==> src/rtl/maf_pkg.sv <==
// Shared widths, encodings and the beat record for the MAF addend-alignment stage.
package maf_pkg;

    localparam int unsigned MAF_MAN_W   = 24;
    localparam int unsigned MAF_EXP_W   = 10;
    localparam int unsigned MAF_BIAS_F  = 127;
    localparam int unsigned MAF_BIAS_H  = 15;
    localparam int unsigned MAF_ALIGN_W = 3 * MAF_MAN_W + 2;
    localparam int unsigned MAF_SH_W    = 8;

    typedef enum logic {
        MODE_FULL = 1'b0,
        MODE_HALF = 1'b1
    } maf_mode_e;

    typedef enum logic [2:0] {
        TRAP_NONE    = 3'd0,
        TRAP_INVALID = 3'd1,
        TRAP_INF     = 3'd2,
        TRAP_NAN     = 3'd3,
        TRAP_ZERO    = 3'd4
    } maf_trap_e;

    // One stage beat; lane fields are packed exactly as on the output ports.
    typedef struct packed {
        logic                      mode;
        logic [MAF_ALIGN_W-1:0]    c_aligned;
        logic [1:0]                sticky;
        logic [2*MAF_SH_W-1:0]     sh_num;
        logic [MAF_EXP_W-1:0]      e_out;
        logic [1:0]                eff_sub;
        logic [1:0]                c_dom;
        logic [5:0]                trap;
    } maf_beat_t;

endpackage

==> src/rtl/maf_align_lane.sv <==
// One alignment lane: product exponent, addend shift distance, shifted addend and sticky.
module maf_align_lane #(
    parameter int unsigned LMAN   = 24,
    parameter int unsigned LEXP   = 10,
    parameter int unsigned LALIGN = 74,
    parameter int unsigned BIAS   = 127,
    parameter int unsigned SH_W   = 8
) (
    input  logic [LEXP-1:0]   ea,
    input  logic [LEXP-1:0]   eb,
    input  logic [LEXP-1:0]   ec,
    input  logic [LMAN-1:0]   mc,
    input  logic              trap,
    output logic [LALIGN-1:0] c_aligned_c,
    output logic              sticky_c,
    output logic [SH_W-1:0]   sh_c,
    output logic [LEXP-1:0]   e_out_c,
    output logic              c_dom_c
);

    // Three guard bits keep ea+eb-bias-ec+offset from overflowing.
    localparam int unsigned DW = LEXP + 3;

    logic signed [DW-1:0]  ep;
    logic signed [DW-1:0]  d;
    logic [SH_W-1:0]       sh_raw;
    logic [2*LALIGN-1:0]   shifted;

    // Exponent arithmetic, clamped shift, and shift of the left-justified addend.
    always_comb begin
        ep      = $signed(DW'(ea)) + $signed(DW'(eb)) - $signed(DW'(BIAS));
        d       = ep - $signed(DW'(ec)) + $signed(DW'(LMAN + 3));
        c_dom_c = (d <= $signed(DW'(0)));
        if (c_dom_c) begin
            sh_raw = '0;
        end else if (d >= $signed(DW'(LALIGN))) begin
            sh_raw = SH_W'(LALIGN);
        end else begin
            sh_raw = SH_W'(d);
        end
        // Lower half collects everything pushed past the lane LSB.
        shifted     = {mc, {(2*LALIGN-LMAN){1'b0}}} >> sh_raw;
        e_out_c     = c_dom_c ? ec : LEXP'(ep + $signed(DW'(3)));
        sh_c        = trap ? '0 : sh_raw;
        c_aligned_c = trap ? '0 : shifted[2*LALIGN-1:LALIGN];
        sticky_c    = trap ? 1'b0 : (|shifted[LALIGN-1:0]);
    end

endmodule

==> src/rtl/maf_align_stage.sv <==
// MAF addend-alignment stage: full or dual-half lanes, 1-cycle latency, output reg + skid reg.
module maf_align_stage
    import maf_pkg::*;
#(
    parameter  int unsigned MAN_W   = MAF_MAN_W,
    parameter  int unsigned EXP_W   = MAF_EXP_W,
    parameter  int unsigned BIAS_F  = MAF_BIAS_F,
    parameter  int unsigned BIAS_H  = MAF_BIAS_H,
    localparam int unsigned ALIGN_W = 3 * MAN_W + 2,
    localparam int unsigned SH_MAX  = ALIGN_W
) (
    input  logic               clk,
    input  logic               rst,
    input  logic               flush,
    input  logic               in_valid,
    output logic               in_ready,
    input  logic               mode,
    input  logic [EXP_W-1:0]   e_a,
    input  logic [EXP_W-1:0]   e_b,
    input  logic [EXP_W-1:0]   e_c,
    input  logic [MAN_W-1:0]   m_c,
    input  logic [1:0]         s_a,
    input  logic [1:0]         s_b,
    input  logic [1:0]         s_c,
    input  logic [5:0]         trap_in,
    output logic               out_valid,
    input  logic               out_ready,
    output logic               mode_o,
    output logic [ALIGN_W-1:0] c_aligned,
    output logic [1:0]         sticky,
    output logic [15:0]        sh_num,
    output logic [EXP_W-1:0]   e_out,
    output logic [1:0]         eff_sub,
    output logic [1:0]         c_dom,
    output logic [5:0]         trap_out
);

    localparam int unsigned HMAN   = MAN_W / 2;
    localparam int unsigned HEXP   = EXP_W / 2;
    localparam int unsigned HALIGN = ALIGN_W / 2;

    logic [ALIGN_W-1:0] f_ca;
    logic [HALIGN-1:0]  h0_ca, h1_ca;
    logic               f_st, h0_st, h1_st;
    logic [7:0]         f_sh, h0_sh, h1_sh;
    logic [EXP_W-1:0]   f_e;
    logic [HEXP-1:0]    h0_e, h1_e;
    logic               f_cd, h0_cd, h1_cd;

    maf_beat_t beat_c;
    maf_beat_t out_q, out_nxt, skid_q, skid_nxt;
    logic      out_valid_nxt, skid_full, skid_full_nxt, in_ready_nxt, accept_c;

    maf_align_lane #(.LMAN(MAN_W), .LEXP(EXP_W), .LALIGN(SH_MAX), .BIAS(BIAS_F), .SH_W(8)) u_full (
        .ea(e_a), .eb(e_b), .ec(e_c), .mc(m_c), .trap(trap_in[2:0] != TRAP_NONE),
        .c_aligned_c(f_ca), .sticky_c(f_st), .sh_c(f_sh), .e_out_c(f_e), .c_dom_c(f_cd)
    );

    maf_align_lane #(.LMAN(HMAN), .LEXP(HEXP), .LALIGN(HALIGN), .BIAS(BIAS_H), .SH_W(8)) u_half0 (
        .ea(e_a[HEXP-1:0]), .eb(e_b[HEXP-1:0]), .ec(e_c[HEXP-1:0]), .mc(m_c[HMAN-1:0]),
        .trap(trap_in[2:0] != TRAP_NONE),
        .c_aligned_c(h0_ca), .sticky_c(h0_st), .sh_c(h0_sh), .e_out_c(h0_e), .c_dom_c(h0_cd)
    );

    maf_align_lane #(.LMAN(HMAN), .LEXP(HEXP), .LALIGN(HALIGN), .BIAS(BIAS_H), .SH_W(8)) u_half1 (
        .ea(e_a[EXP_W-1:HEXP]), .eb(e_b[EXP_W-1:HEXP]), .ec(e_c[EXP_W-1:HEXP]), .mc(m_c[MAN_W-1:HMAN]),
        .trap(trap_in[5:3] != TRAP_NONE),
        .c_aligned_c(h1_ca), .sticky_c(h1_st), .sh_c(h1_sh), .e_out_c(h1_e), .c_dom_c(h1_cd)
    );

    // Select full-lane or dual-half results; lane 1 fields stay zero in full mode.
    always_comb begin
        beat_c      = '0;
        beat_c.mode = mode;
        beat_c.trap = trap_in;
        if (mode == MODE_HALF) begin
            beat_c.c_aligned = {h1_ca, h0_ca};
            beat_c.sticky    = {h1_st, h0_st};
            beat_c.sh_num    = {h1_sh, h0_sh};
            beat_c.e_out     = {h1_e, h0_e};
            beat_c.eff_sub   = s_a ^ s_b ^ s_c;
            beat_c.c_dom     = {h1_cd, h0_cd};
        end else begin
            beat_c.c_aligned = f_ca;
            beat_c.sticky    = {1'b0, f_st};
            beat_c.sh_num    = {8'd0, f_sh};
            beat_c.e_out     = f_e;
            beat_c.eff_sub   = {1'b0, s_a[0] ^ s_b[0] ^ s_c[0]};
            beat_c.c_dom     = {1'b0, f_cd};
        end
    end

    // Output/skid control: skid drains first so beat order is preserved.
    always_comb begin
        out_valid_nxt = out_valid;
        out_nxt       = out_q;
        skid_full_nxt = skid_full;
        skid_nxt      = skid_q;
        accept_c      = in_valid & in_ready & ~flush;
        if (flush) begin
            out_valid_nxt = 1'b0;
            skid_full_nxt = 1'b0;
        end else if (!out_valid || out_ready) begin
            if (skid_full) begin
                out_nxt       = skid_q;
                out_valid_nxt = 1'b1;
                skid_full_nxt = 1'b0;
            end else if (accept_c) begin
                out_nxt       = beat_c;
                out_valid_nxt = 1'b1;
            end else begin
                out_valid_nxt = 1'b0;
            end
        end else if (accept_c) begin
            skid_nxt      = beat_c;
            skid_full_nxt = 1'b1;
        end
        in_ready_nxt = ~skid_full_nxt;
    end

    // State and data registers.
    always_ff @(posedge clk or posedge rst) begin
        if (rst) begin
            out_valid <= 1'b0;
            skid_full <= 1'b0;
            in_ready  <= 1'b0;
            out_q     <= '0;
            skid_q    <= '0;
        end else begin
            out_valid <= out_valid_nxt;
            skid_full <= skid_full_nxt;
            in_ready  <= in_ready_nxt;
            out_q     <= out_nxt;
            skid_q    <= skid_nxt;
        end
    end

    assign mode_o    = out_q.mode;
    assign c_aligned = out_q.c_aligned;
    assign sticky    = out_q.sticky;
    assign sh_num    = out_q.sh_num;
    assign e_out     = out_q.e_out;
    assign eff_sub   = out_q.eff_sub;
    assign c_dom     = out_q.c_dom;
    assign trap_out  = out_q.trap;

endmodule

==> config.mk <==
export PLATFORM = sky130hd
export DESIGN_NAME = maf_align_stage
export DESIGN_NICKNAME = d
export VERILOG_FILES = /design/src/rtl/maf_pkg.sv /design/src/rtl/maf_align_lane.sv /design/src/rtl/maf_align_stage.sv
export SDC_FILE = /design/constraint.sdc
export NUM_CORES = 1
export LEC_CHECK = 0
export CAP_MARGIN = 20
export CORE_UTILIZATION = 40
export CTS_BUF_LIST = sky130_fd_sc_hd__clkbuf_2 sky130_fd_sc_hd__clkbuf_4 sky130_fd_sc_hd__clkbuf_8
export CTS_CLUSTER_DIAMETER = 40
export CTS_CLUSTER_SIZE = 12
export DETAILED_ROUTE_END_ITERATION = 8
export PLACE_DENSITY = 0.62
export SYNTH_ARGS = -nofsm -noshare
export SYNTH_HDL_FRONTEND = slang
export SYNTH_SLANG_ARGS = --single-unit
==> constraint.sdc <==
create_clock -name clk -period 9.42 [get_ports clk]
set_input_delay 2.355 -clock clk [delete_from_list [all_inputs] [get_ports clk]]
set_output_delay 2.355 -clock clk [all_outputs]
set_load 0.03 [all_outputs]
* After elaboration in Yosys (flattened, before gate mapping)
Index checks and enable logic that the tools add are counted.
Word-level totals: bits of input ports 72, flip-flop bits (word level) 229, word-level logic and storage cells 91
Operators by class: reduce and logical (&&, ||, !) cells 11, multiplexer cells 28, $lt $le $gt $ge 6, add/subtract/negate cells 15, shift operators 3, bitwise operators 9
Operator list (count):
- $mux W113 | 2
- $shr A148 B8 Y148 | 1
- $shr A74 B8 Y74 | 2
- $mux W106 | 1
- $mux W37 | 2
- $mux W74 | 1
- $reduce_or A37 Y1 | 2
- $reduce_or A74 Y1 | 1
- $mux W8 | 9
- $add A8 B5 Y8 const B | 2
- $ge A8 B7 Y1 const B | 2
- $le A8 B1 Y1 const B | 2
- $sub A8 B6 Y8 | 2
- $sub A6 B4 Y7 const B | 2
- $add A13 B6 Y13 const B | 1
- $ge A13 B8 Y1 const B | 1
- $le A13 B1 Y1 const B | 1
- $sub A13 B11 Y13 | 1
- $add A5 B5 Y6 | 2
- $sub A11 B7 Y12 const B | 1
- $add A10 B10 Y11 | 1
- $add A10 B3 Y10 const B | 1
- $add A5 B3 Y5 const B | 2
- $mux W1 | 10
- 11 further kinds | 20

* Depth between registers and ports, before layout
Gate-level depths: netlist of the first run.
depth after elaboration 13, mapped depth 34, depth with buffers taken out 30

* By module
Synthesis of the first run repeated with hierarchy kept, for this count alone.
Second synthesis, totals: cell total of the unflattened synthesis 2415, area, all modules 20784.9 µm²
Modules (own cells, without submodules):
- maf_align_stage | instances 1, sequential area each 5730.5 µm², cells an instance 915, area each 11119.4 µm²
- maf_align_lane (u_full) | instances 1, sequential area each 0.0 µm², cells an instance 755, area each 4942.2 µm²
- maf_align_lane (u_half1) | instances 1, sequential area each 0.0 µm², cells an instance 368, area each 2408.6 µm²
- maf_align_lane (u_half0) | instances 1, sequential area each 0.0 µm², cells an instance 377, area each 2314.7 µm²

* Worst setup path after synthesis of the first run
Ideal clock, no wire load.
kind input to register, start in e_a[1], end reg out_q (netlist bit sticky[0]), library setup time 0.135 ns, setup slack 0.926 ns, arrival time 8.359 ns, path buffers 2, data required time 9.285 ns, stages 30, path through ha_1 > ha_1 > fa_1 > inv_1 > o31ai_2 > nor3_1 > a21oi_1 > a21o_1 > a21oi_1 > xnor2_1 > ha_1 > ha_1 > a21o_1 > nor3_1 > or3b_1 > a221o_1 > and3_4 > o21a_1 > buf_4 > nand3_4 > buf_4 > mux2i_1 > a21oi_1 > nand2_1 > o221ai_1 > or4_1 > nor4b_2 > a41oi_2 > o211ai_2 > o31ai_1
On the way: word-level cells in the longest chain between the ends 13
Ends and longest elaborated chain:
- start, declared | line maf_align_stage.sv:18 | input logic [EXP_W-1:0] e_a,
- $add A10 B10 Y11 / $add A5 B5 Y6 (equally long branches) | line maf_align_lane.sv:31 | ep = $signed(DW'(ea)) + $signed(DW'(eb)) - $signed(DW'(BIAS));
- $sub A11 B7 Y12 / $sub A6 B4 Y7 (equally long branches) | line maf_align_lane.sv:31
- $sub A13 B11 Y13 / $sub A8 B6 Y8 (equally long branches) | line maf_align_lane.sv:32 | d = ep - $signed(DW'(ec)) + $signed(DW'(LMAN + 3));
- $add A13 B6 Y13 / $add A8 B5 Y8 (equally long branches) | line maf_align_lane.sv:32
- $ge A13 B8 Y1 / $ge A8 B7 Y1 (equally long branches) | line maf_align_lane.sv:36 | end else if (d >= $signed(DW'(LALIGN))) begin
- $mux W8 | line maf_align_lane.sv:36
- $mux W8 | line maf_align_lane.sv:34 | if (c_dom_c) begin
- $shr A148 B8 Y148 / $shr A74 B8 Y74 (equally long branches) | line maf_align_lane.sv:42 | shifted = {mc, {(2*LALIGN-LMAN){1'b0}}} >> sh_raw;
- $reduce_or A74 Y1 / $reduce_or A37 Y1 (equally long branches) | line maf_align_lane.sv:46 | sticky_c = trap ? 1'b0 : (|shifted[LALIGN-1:0]);
- $mux W1 | line maf_align_lane.sv:46
- $mux W106 (*) | line maf_align_stage.sv:76 | if (mode == MODE_HALF) begin
- $mux W113 (*) | line maf_align_stage.sv:108 | end else if (accept_c) begin
- $mux W113 (*) | line maf_align_stage.sv:104 | if (skid_full) begin
- end signal, assigned | line maf_align_stage.sv:133 | out_q <= out_nxt;
- end, declared | line maf_align_stage.sv:51 | maf_beat_t out_q, out_nxt, skid_q, skid_nxt;
Every way passes the cells marked *; elsewhere a longest branch is shown, timed or not. The select of a mux whose other input is x is not followed. A chain may end at the register's enable or synchronous reset.

* Worst setup path in the final report of the first run
Ends and elaborated chain as after synthesis.

==> impl_metrics.yaml, run 1 <==
outcome:
  status: "finished clean"
grt:
  grt_overflow: 0
  grt_pass1_wl_mm: 116
  grt_max_degree: 174
  grt_pass1_vias: 18700
  gr-usage-all-layers: 0.320
  antenna_found_initial: 1
logic_synthesis:
  ys_types: 97
  synth-edff-count: 0
  yosysWarnings: 0
  yosys-top-cells-count: "nand2_1, o21ai_0, dfrtp_1"
  yosysMostFrequentCell: "nand2_1"
  synth-seq-cells: 229
  ys_top_cells_by_area: "dfrtp_1, nand2_1, mux2i_1, o21ai_0, a21oi_1"
  synth_top_area_frac: 0.309
  syn_area_per_cell_sq_um: 7.69
  yosys.area.top_type: "dfrtp_1"
  synth_cells: 2415
  syn_area_sq_um: 18600
  ys_seq_area_frac: 0.309
  async_flop_share: 1.00
  syn-num-nets: 2561
  synth_top_flop_cell: "dfrtp_1"
power:
  vdd_drop_max_uv: 153
  power.leakage_nw: 10.1
  power_density_nw_per_um2: 264
worst_setup_path:
  crit_family: "compound AO/OA/AOI/OAI gates"
  start_kind: "input pin"
  cpMaxStageDelayCell: "fa_1"
  r2r_slack_ns: 6.47
  r2r_cells: 5
  reg2reg_from: "skid_full"
  cpPeakStageDelay_ns: 0.42
  endpoint_kind: "register"
  critical_path.most_common_cell: "ha_1"
  required_ns: 9.85
  crit_fanout: 12
  path_class: "in -> reg"
  startpoint: "e_a[1]"
  crit_buf_inv: 5
  arrival_ns: 9.51
  r2r-end: "e_out[7]"
  cp.depth: 31
detailed_routing:
  wl_mm: 76.4
  wl_per_cell_um: 23.1
  antenna_left: 0
  routed_via_density: 5.94
  drtIter0Drc: 2139
  num_vias: 19700
  drcViolationCount: 0
  firstDrtPassIters: 6
die:
  design.die.area_sq_um: 47300
  start_util: 0.407
  die_x_um: 217
  num_io_pins: 187
  core_area_sq_um: 45600
  placementRows: 78
  die_h_um: 217
sta:
  maxSlewHeadroom: 0.317
  fin_crit_sh: 0.964
  finalHoldViolations: 0
  rsz0062_at_grt: "false"
  fin_crit_ns: 9.08
  fmax_ghz: 0.110
  setup_tns_ns: 0
  finalWorstSetupSlack_ns: 0.340
  fin_skew_ns: 0.0397
  setup_viol: 0
  hold-worst-slack_ns: 0.474
  slew_violations: 0
  worst_pin_slew_ns: 1.02
cts:
  ctsLongestPathBuffers: 3
  cts_hold_buffers: 0
  clock_latency_ns: 0.62
  cts_buffers: 39
  cts-root-buf: "clkbuf_8"
  cts_sinks: 229
  cts_tree: "built"
  path_clk_slew_ns: 0.07
  cts_max_level: 2
placement:
  place.gp.congestion: 0.998
  io_buffers: 186
  place_ws_ns: -0.256
  dp_hpwl_mm: 58.8
worst_hold_path:
  whs_path_depth: 2
  holdPathEnd: "skid_q[61]"
  hp-class: "reg -> reg"
  min-delay-start: "skid_q[61]"
finish:
  area_delta_synth_final_pct: 24.6
  drive_gt1_frac: 0.141
  nNetsFinal: 2827
job:
  maxCapViolations: 0
through the flow:
stage               total power [W]  cell area, sq um   util  instances
floorplan                   0.00338             18600      -       2415
CTS                         0.00600             23100  0.506       3309
finish                      0.00611             23100  0.508       3313
global route                0.00642             23100  0.508       3312
detailed placement          0.00496             22200  0.487       3237
global placement            0.00495             22200  0.487       3237
worst max path at each step:
stage                    endpoint  slack, ns
finish                  sticky[0]       0.34
global route        c_aligned[53]       0.01
CTS                 c_aligned[25]       0.34
detailed placement  c_aligned[19]      -0.26
global placement    c_aligned[25]      -0.13
floorplan            c_aligned[0]       0.79
layer usage:
metal,share of wire,global-route usage
met1,0.45,0.453
met2,0.45,0.498
met4,0.026,0.0880
met5,0.00014,0
met3,0.074,0.0577
layout by cell type (no fill, tap or decap), types with 18 or more instances in the layout:
cell / instances
clkbuf_8: 43
clkdlybuf4s50_1: 186
nor2_1: 191
ha_1: 69
a31oi_1: 21
a21oi_1: 173
dfrtp_1: 228
o21ai_0: 256
o22ai_1: 35
xor2_1: 18
nor3_1: 52
buf_4: 219
mux2i_1: 130
mux2_2: 26
a22oi_1: 49
o211ai_1: 18
inv_1: 79
nand3_1: 55
xnor2_1: 23
nand2_1: 448
timing repair:
item	4_1_cts	5_1_grt
resized for setup	0	6
endpoints found under the setup margin	0	18
buffers inserted	0	1
flip-flops by register name, summed over array words and instances (netlist names):
name       flops
trap_out       6
mode_o         1
e_out         10
out_valid      1
skid_q       113
in_ready       1
skid_full      1
c_dom          2
sticky         2
c_aligned     74
eff_sub        2
sh_num        16
report_power, final:
part           internal [W]  switching (W)
clock network      0.000545       0.000472
registers           0.00108      0.0000548
logic               0.00146        0.00249
worst register-to-register path: cells and delay by family (launching register included):
family                 cells  cell delay [ns]
AO/OA/AOI/OAI              2             0.59
buffers and inverters      1             0.87
flip-flops                 1             0.59
AND/OR/NAND/NOR            2             0.69
logic make-up after synthesis:
logic type / Yosys count / synth area share
AO/OA/AOI/OAI: 774 / 0.268
XOR/XNOR: 42 / 0.0202
adder cells (fa/ha/maj): 74 / 0.0519
buffers and inverters: 267 / 0.0586
flip-flops: 229 / 0.309
multiplexers: 158 / 0.0883
AND/OR/NAND/NOR: 871 / 0.205
layout make-up:
cell class | instances | area, sq um
antenna | 1 | 2.50
fill | 4435 | 22400
clock buffer | 46 | 614
inverter | 81 | 312
multi-input combinational | 1920 | 11800
clock inverter | 26 | 282
timing repair buffer | 410 | 3610
sequential | 229 | 5730
tap | 600 | 751
Note: power is estimated with default switching activity, not from simulation.
==> run 2, diff against run 1 <==
CTS_BUF_LIST = sky130_fd_sc_hd__clkbuf_4   (was sky130_fd_sc_hd__clkbuf_2 sky130_fd_sc_hd__clkbuf_4 sky130_fd_sc_hd__clkbuf_8)
PLACE_DENSITY = 0.7   (was 0.62)
clock period = 11.3 ns   (was 9.42 ns; I/O delays follow)
==> run 2 against run 1 <==
  * Utilization down 3.9 points
  * Final cell count down 5.5%
  * Non-clock buffer count down 157
  * First-iteration DRC count down 11%
  * Cell area down 7.6%
  * Sequential power down 17%
  * Hold slack better by 0.0056 ns
  * Worst setup slack better by 0.79 ns
  * Critical path type unchanged
  * Highest routed layer is now met4
==> impl_metrics.yaml, run 2 (synthesis results as in run 1) <==
sta:
  slew_violations: 0
  setup_viol: 0
  rsz0062_at_grt: "false"
  fin_crit_ns: 10.17
  fmax_ghz: 0.0983
  fin_crit_sh: 0.900
  worst_pin_slew_ns: 1.10
  setup_tns_ns: 0
  maxSlewHeadroom: 0.267
  fin_skew_ns: 0.0534
  finalHoldViolations: 0
die:
  die_h_um: 217
  design.die.area_sq_um: 47300
  die_x_um: 217
  start_util: 0.407
  num_io_pins: 187
  placementRows: 78
  core_area_sq_um: 45600
worst_setup_path:
  r2r-end: "e_out[5]"
  setup.worst_path.end: "sticky[0]"
  crit_fanout: 23
  reg2reg_from: "skid_full"
  endpoint_kind: "register"
  path_class: "in -> reg"
  start_kind: "input pin"
  r2r_cells: 5
  critical_path.most_common_cell: "ha_1"
  required_ns: 11.90
  cpMaxStageDelayCell: "a22oi_1"
  r2r_slack_ns: 7.89
  cpPeakStageDelay_ns: 0.61
  arrival_ns: 10.77
  startpoint: "e_a[1]"
detailed_routing:
  wl_per_cell_um: 22.2
  antenna_left: 0
  drtIter0Drc: 1910
  firstDrtPassIters: 6
  wl_mm: 69.6
  routed_via_density: 6.07
  drcViolationCount: 0
  num_vias: 19000
cts:
  cts_max_level: 1
  cts_tree: "built"
  clock_latency_ns: 0.74
  cts_buffers: 29
  cts_hold_buffers: 0
  cts_resized: 0
  cts_sinks: 229
  path_clk_slew_ns: 0.12
  ctsLongestPathBuffers: 3
  post_cts_buffers: 0
  cts-root-buf: "clkbuf_4"
power:
  power.leakage_nw: 9.09
  power_density_nw_per_um2: 202
  vdd_drop_max_uv: 119
finish:
  drive_gt1_frac: 0.0766
  final_common_cell: "nand2_1"
  top_register: "skid_q"
  multiInputGateArea_sq_um: 11800
  nNetsFinal: 2659
  fin_util: 0.469
  fillerInstances: 4535
  layout_common_cells: "nand2_1, o21ai_0, dfrtp_1"
  area_delta_synth_final_pct: 15.1
  ff_latch_area_sq_um: 5730
  largest_reg_flops: 113
grt:
  gr-usage-all-layers: 0.289
  grt_max_degree: 111
  grt_overflow: 0
  grt_pass1_wl_mm: 107
  grt_pass1_vias: 18100
  antenna_found_initial: 2
placement:
  dp_hpwl_mm: 52.6
  io_buffers: 186
  place.gp.congestion: 1.04
job:
  maxCapViolations: 0
outcome:
  status: "finished clean"
worst_hold_path:
  hp-class: "reg -> reg"
==> run 2: cell count changes in the layout (fill, tap and decap cells not counted), sizes merged <==
cell | previous run | this run
o31ai | 21 | 20
clkinv | 9 | 8
clkinvlp | 5 | 3
buf | 224 | 67
clkbuf | 46 | 31
inv | 90 | 85
==> run 2: critical path, delay by kind of cell <==
kind / cells / cell delay (ns)
multiplexers: 1 / 0.17
AO/OA/AOI/OAI: 14 / 3.69
AND/OR/NAND/NOR: 5 / 1.46
adder cells (fa/ha/maj): 5 / 1.54
buffers and inverters: 4 / 0.91
XOR/XNOR: 1 / 0.18
==> run 2: how the worst min path moves through the flow <==
stage | from | end | slack, ns | cells after the start
after floorplan | skid_q[61] | skid_q[61] | 0.44 | 2
after detailed placement | sh_num[14] | sh_num[14] | 0.45 | 2
after global placement | skid_q[61] | skid_q[61] | 0.45 | 2
after global routing | skid_q[18] | skid_q[18] | 0.51 | 2
final | sh_num[14] | sh_num[14] | 0.48 | 2
after CTS | sh_num[14] | sh_num[14] | 0.48 | 2
==> run 2: cell type report <==
cell class	instances	area share
Tap cell	600	0.0351
Clock buffer	31	0.0109
Timing Repair Buffer	253	0.111
Multi-Input combinational cell	1919	0.551
Sequential cell	229	0.268
Inverter	81	0.0146
Antenna cell	1	0.000117
Clock inverter	18	0.00896
==> run 2: stage by stage <==
| step | setup slack, ns | instance area, sq um | instances | power [W] | hold slack (ns) |
|---|---|---|---|---|---|
| after floorplan | 2.20 | 18600 | 2415 | 0.00282 | 0.438 |
| after global routing | 0.637 | 21400 | 3132 | 0.00455 | 0.509 |
| after detailed placement | 0.515 | 20900 | 3081 | 0.00371 | 0.455 |
| final | 1.13 | 21400 | 3132 | 0.00431 | 0.479 |
| after CTS | 1.36 | 21400 | 3130 | 0.00425 | 0.481 |
| after global placement | 0.730 | 20900 | 3081 | 0.00370 | 0.453 |
==> run 2: per-layer routing <==
metal  global-route usage  part of all wire
met1                0.416              0.45
met2                0.454              0.44
met3               0.0315             0.072
met4               0.0864             0.030
met5                    0                 0
==> run 2: where the power goes <==
group | switching [W] | internal [W] | total, W
clock network | 0.000308 | 0.000213 | 0.000521
registers | 0.0000483 | 0.000900 | 0.000948
logic | 0.00191 | 0.000926 | 0.00284
total | 0.00227 | 0.00204 | 0.00431
